<file path="src/rtl/wb_pipe_reg.sv">
// Write-back pipeline register: DEPTH-stage shift of write-back control and data
// with stall hold, flush squash and a saturating stall-cycle counter.
module wb_pipe_reg #(
    parameter int unsigned XLEN  = 32,
    parameter int unsigned RD_W  = 5,
    parameter int unsigned DEPTH = 1
) (
    input  logic            clk_i,
    input  logic            rst_i,
    input  logic            valid_i,
    input  logic            RegWrite_i,
    input  logic            MemToReg_i,
    input  logic [XLEN-1:0] ALUresult_i,
    input  logic [XLEN-1:0] Readdata_i,
    input  logic [RD_W-1:0] RdAddr_i,
    input  logic            MemStall_i,
    input  logic            Flush_i,
    output logic            valid_o,
    output logic            RegWrite_o,
    output logic            MemToReg_o,
    output logic [XLEN-1:0] ALUresult_o,
    output logic [XLEN-1:0] Readdata_o,
    output logic [RD_W-1:0] RdAddr_o,
    output logic [XLEN-1:0] WBdata_o,
    output logic [15:0]     stall_cnt_o
);
    localparam int unsigned CNT_W = 16;
    localparam logic [CNT_W-1:0] CNT_MAX = '1;

    typedef struct packed {
        logic            valid;
        logic            regwrite;
        logic            memtoreg;
        logic [XLEN-1:0] alu;
        logic [XLEN-1:0] rdata;
        logic [RD_W-1:0] rd;
    } stage_t;

    stage_t [DEPTH-1:0] stage_q;
    stage_t [DEPTH-1:0] shift_c;
    stage_t             entry_c;
    logic [CNT_W-1:0]   stall_cnt_q;

    // Stage 0 capture; a write to register 0 or from an empty slot is dropped here.
    always_comb begin
        entry_c          = '0;
        entry_c.valid    = valid_i;
        entry_c.regwrite = RegWrite_i & valid_i & (RdAddr_i != '0);
        entry_c.memtoreg = MemToReg_i;
        entry_c.alu      = ALUresult_i;
        entry_c.rdata    = Readdata_i;
        entry_c.rd       = RdAddr_i;
    end

    assign shift_c[0] = entry_c;
    for (genvar k = 1; k < DEPTH; k++) begin : g_shift
        assign shift_c[k] = stage_q[k-1];
    end

    // Flush wins over stall; stall freezes every stage.
    always_ff @(posedge clk_i or posedge rst_i) begin
        if (rst_i) begin
            stage_q <= '0;
        end else if (Flush_i) begin
            stage_q <= '0;
        end else if (!MemStall_i) begin
            stage_q <= shift_c;
        end
    end

    always_ff @(posedge clk_i or posedge rst_i) begin
        if (rst_i) begin
            stall_cnt_q <= '0;
        end else if (MemStall_i && !Flush_i && (stall_cnt_q != CNT_MAX)) begin
            stall_cnt_q <= stall_cnt_q + CNT_W'(1);
        end
    end

    // regwrite is only ever set together with valid, so the stored bit already equals regwrite & valid.
    assign valid_o     = stage_q[DEPTH-1].valid;
    assign RegWrite_o  = stage_q[DEPTH-1].regwrite;
    assign MemToReg_o  = stage_q[DEPTH-1].memtoreg;
    assign ALUresult_o = stage_q[DEPTH-1].alu;
    assign Readdata_o  = stage_q[DEPTH-1].rdata;
    assign RdAddr_o    = stage_q[DEPTH-1].rd;
    assign stall_cnt_o = stall_cnt_q;
    assign WBdata_o    = stage_q[DEPTH-1].memtoreg ? stage_q[DEPTH-1].rdata : stage_q[DEPTH-1].alu;

endmodule

</file>
<file path="config.mk">
export PLATFORM = sky130hd
export DESIGN_NAME = wb_pipe_reg
export DESIGN_NICKNAME = d
export VERILOG_FILES = /design/src/rtl/wb_pipe_reg.sv
export SDC_FILE = /design/constraint.sdc
export NUM_CORES = 1
export LEC_CHECK = 0
export CAP_MARGIN = 40
export CORE_ASPECT_RATIO = 0.6
export CORE_MARGIN = 5
export CORE_UTILIZATION = 41
export DETAILED_ROUTE_END_ITERATION = 10
export PLACE_DENSITY = 0.92
export RECOVER_POWER = 100
export SLEW_MARGIN = 20
export SYNTH_ARGS = -nofsm -noshare
export SYNTH_HDL_FRONTEND = slang
export SYNTH_SLANG_ARGS = --single-unit
</file>
<file path="constraint.sdc">
create_clock -name clk_i -period 2.9 [get_ports clk_i]
set_input_delay 0.435 -clock clk_i [delete_from_list [all_inputs] [get_ports clk_i]]
set_output_delay 0.435 -clock clk_i [all_outputs]
set_load 0.02 [all_outputs]
</file>
==> results.toml <==
[run_status]
status = "complete, no violations"

[run]
max_cap_viol_count = 0

[clock_network]
clock-sinks = 88
root_buffer = "clkbuf_16"
numCtsBuffers = 9
htree_levels = 3
clkTransAtPathRegs_ns = 0.06
cts_tree = "done"
post_cts_buffers = 0
cts_hold_buffers = 0
clock_path_buffers = 2
clk-insertion-delay-late_ns = 0.33
cts_resized = 0

[worst_setup_path]
cp_top_family = "buffers and inverters"
crit_chain = "buf_4 -> mux2_2 -> dlygate4sd3_1"
critPathKind = "reg -> out"
required_ns = 2.47
cp.arrival_ns = 2.15
critical_path.max_fanout = 34
crit_path_end_kind = "primary output"
cp-start-kind = "flop"
r2r_slack_ns = 0.97
path_buf_inv = 2
crit_slowest_cell = "dlygate4sd3_1"
slowest_delay_ns = 0.67

[power]
internal_power_mw = 2.486
power_frac_seq = 0.416
leakagePower_nw = 3.198
switching_share = 0.2787
vdd_drop_max_v = 0.0003606
p_switching_mw = 0.9605
pwr-share-comb = 0.233
p_per_area_nw_per_um2 = 534.2
clockPowerShare = 0.351

[die]
core_um2 = 9774
die_h_um = 87.18
pin_count = 196
die_w_um = 138.6
rows = 28
start_util = 0.4164
dieArea_um2 = 12090

[timing]
finalCritPeriodShare = 0.8926
fmax_mhz = 386.3
finalHoldViolCount = 0
slew_headroom = 0.01298
fin_skew_ns = 0.003088
worstMarginPinSlew_ns = 1.481
setup-tns-final_ns = 0
finalCriticalPeriod_ns = 2.589
setup_violations = 0
rsz0062_at_grt = "false"
final-max-slew-violation-count = 0

[worst_hold_path]
hp-class = "reg -> reg"

[routing]
wirelength_um = 11790
drc = 0
via_per_inst = 4.991
vias = 3394
firstDrtPassIters = 5
final_antenna_net_count = 0
drtIter0Drc = 164
avgRoutedWirePerCell_um = 17.33

[synthesis]
synth-warning-count = 0
ys_ff_latch = 88
syn_avg_cell_area_um2 = 11.60
synthDistinctLibCells = 29
synthCells = 351
seq_area_frac_synth = 0.5410
syn_nets = 428
netlist_area_um2 = 4070

[grt]
grt_pass1_wl_um = 18840
grt_overflow = 0
grt_max_degree = 73
grt_pass1_vias = 3597
antenna_found_initial = 0
globalRouteTotalUtil = 0.1948

[cells_and_area]
syn2layout_area_growth_pct = 58.50
drive_above_1_share = 0.1009
fillers = 707
diodes = 0
fin_util = 0.6600
nNetsFinal = 619

[placement]
numPortBuffers = 195
dp_hpwl_um = 8887
gp_congestion = 0.8137
==> kinds of logic after synthesis <==
group / after synthesis / share of synthesized area
flip-flops: 88 / 0.5410
multiplexers: 104 / 0.2659
buffers and inverters: 22 / 0.02428
adder cells (fa/ha/maj): 1 / 0.003074
AND/OR/NAND/NOR: 115 / 0.1282
XOR/XNOR: 12 / 0.02582
AO/OA/AOI/OAI: 9 / 0.01168
==> cell type report <==
cell class              instances  area (um^2)  share of cell area
inverters                       1        5.005           0.0007758
flip-flops and latches         88         2202              0.3413
clock buffers                  11        242.7             0.03763
well taps                     135        168.9             0.02618
multi-input cells             241         1754              0.2719
clock inverters                 3        67.56             0.01047
repair buffers                201         2011              0.3117
==> worst paths after layout <==
check | cells past startpoint | startpoint | end
max | 3 | MemToReg_o | WBdata_o[23]
min | 1 | stall_cnt_o[15] | stall_cnt_o[15]
max reg2reg | 5 | stall_cnt_o[0] | stall_cnt_o[1]
min reg2reg | 1 | stall_cnt_o[15] | stall_cnt_o[15]
max in group asynchronous | 4 | rst_i | Readdata_o[24]
min in group asynchronous | 2 | rst_i | Readdata_o[26]
==> cells in the mapped netlist (all sizes together) <==
master	count	area [um^2]
nor3	2	15.01
a211oi	1	7.510
nand3b	1	7.510
clkbuf	13	48.80
mux2i	71	710.7
or4	2	18.77
nor2	77	289.0
nand4	6	43.79
dfrtp	88	2202
xor2	3	26.28
nand4b	1	8.760
buf	8	46.29
inv	1	3.750
a21oi	7	35.03
and3	3	18.77
o21ai	1	5.000
nand3	7	35.03
ha	1	12.51
mux2	33	371.6
nand2	11	41.29
and2	2	12.51
nand2b	1	6.260
nor4	2	25.02
xnor2	9	78.83
==> metal layers <==
| layer | global-route usage | vias up | share of wire |
|---|---|---|---|
| met5 | 0 | - | 0 |
| met4 | 0.05151 | 0 | 0.014 |
| met3 | 0.06857 | 18 | 0.073 |
| met2 | 0.3226 | 132 | 0.48 |
| met1 | 0.2476 | 1656 | 0.44 |
| li1 | - | 1588 | - |
==> stage by stage <==
stage	instances	power, mW	setup WS (ns)	hold WS, ns	instance area [um^2]
2_1_floorplan	351	1.858	0.1864	0.5880	4070
3_3_place_gp	665	2.286	0.8229	0.4902	6140
3_5_place_dp	666	2.315	0.7451	0.5177	6160
4_1_cts	680	3.543	0.3785	0.4110	6470
5_1_grt	680	3.605	0.2380	0.5314	6451
6_report	680	3.446	0.3114	0.5167	6451
==> cells in the final DEF (no fill, tap or decap), types with 2 or more instances in the layout <==
cell             count
dlygate4sd3_1      120
nor3_1               2
clkbuf_1             2
or4_1                2
mux2_2              32
nand2_1             11
a21oi_1              7
nand3_1              7
buf_4                4
nand4_1              5
buf_12               2
and3_1               3
clkbuf_16            9
and2_1               2
clkdlybuf4s50_1     73
xnor2_1              9
bufinv_16            2
dfrtp_1             88
mux2i_1             71
nor2_1              77
xor2_1               3
==> power by group through the flow <==
stage | registers, mW | clock network (mW) | logic [mW]
after floorplan | 1.56 | 0 | 0.303
after global placement | 1.45 | 0 | 0.836
after detailed placement | 1.45 | 0 | 0.860
after CTS | 1.44 | 1.24 | 0.863
after global routing | 1.45 | 1.29 | 0.865
final | 1.43 | 1.21 | 0.802
==> sequential cells by signal, summed over array words and instances (netlist names) <==
| signal | count |
|---|---|
| RegWrite_o | 1 |
| Readdata_o | 32 |
| RdAddr_o | 5 |
| MemToReg_o | 1 |
| valid_o | 1 |
| stall_cnt_o | 16 |
| ALUresult_o | 32 |
Note: power is estimated with default switching activity, not from simulation.
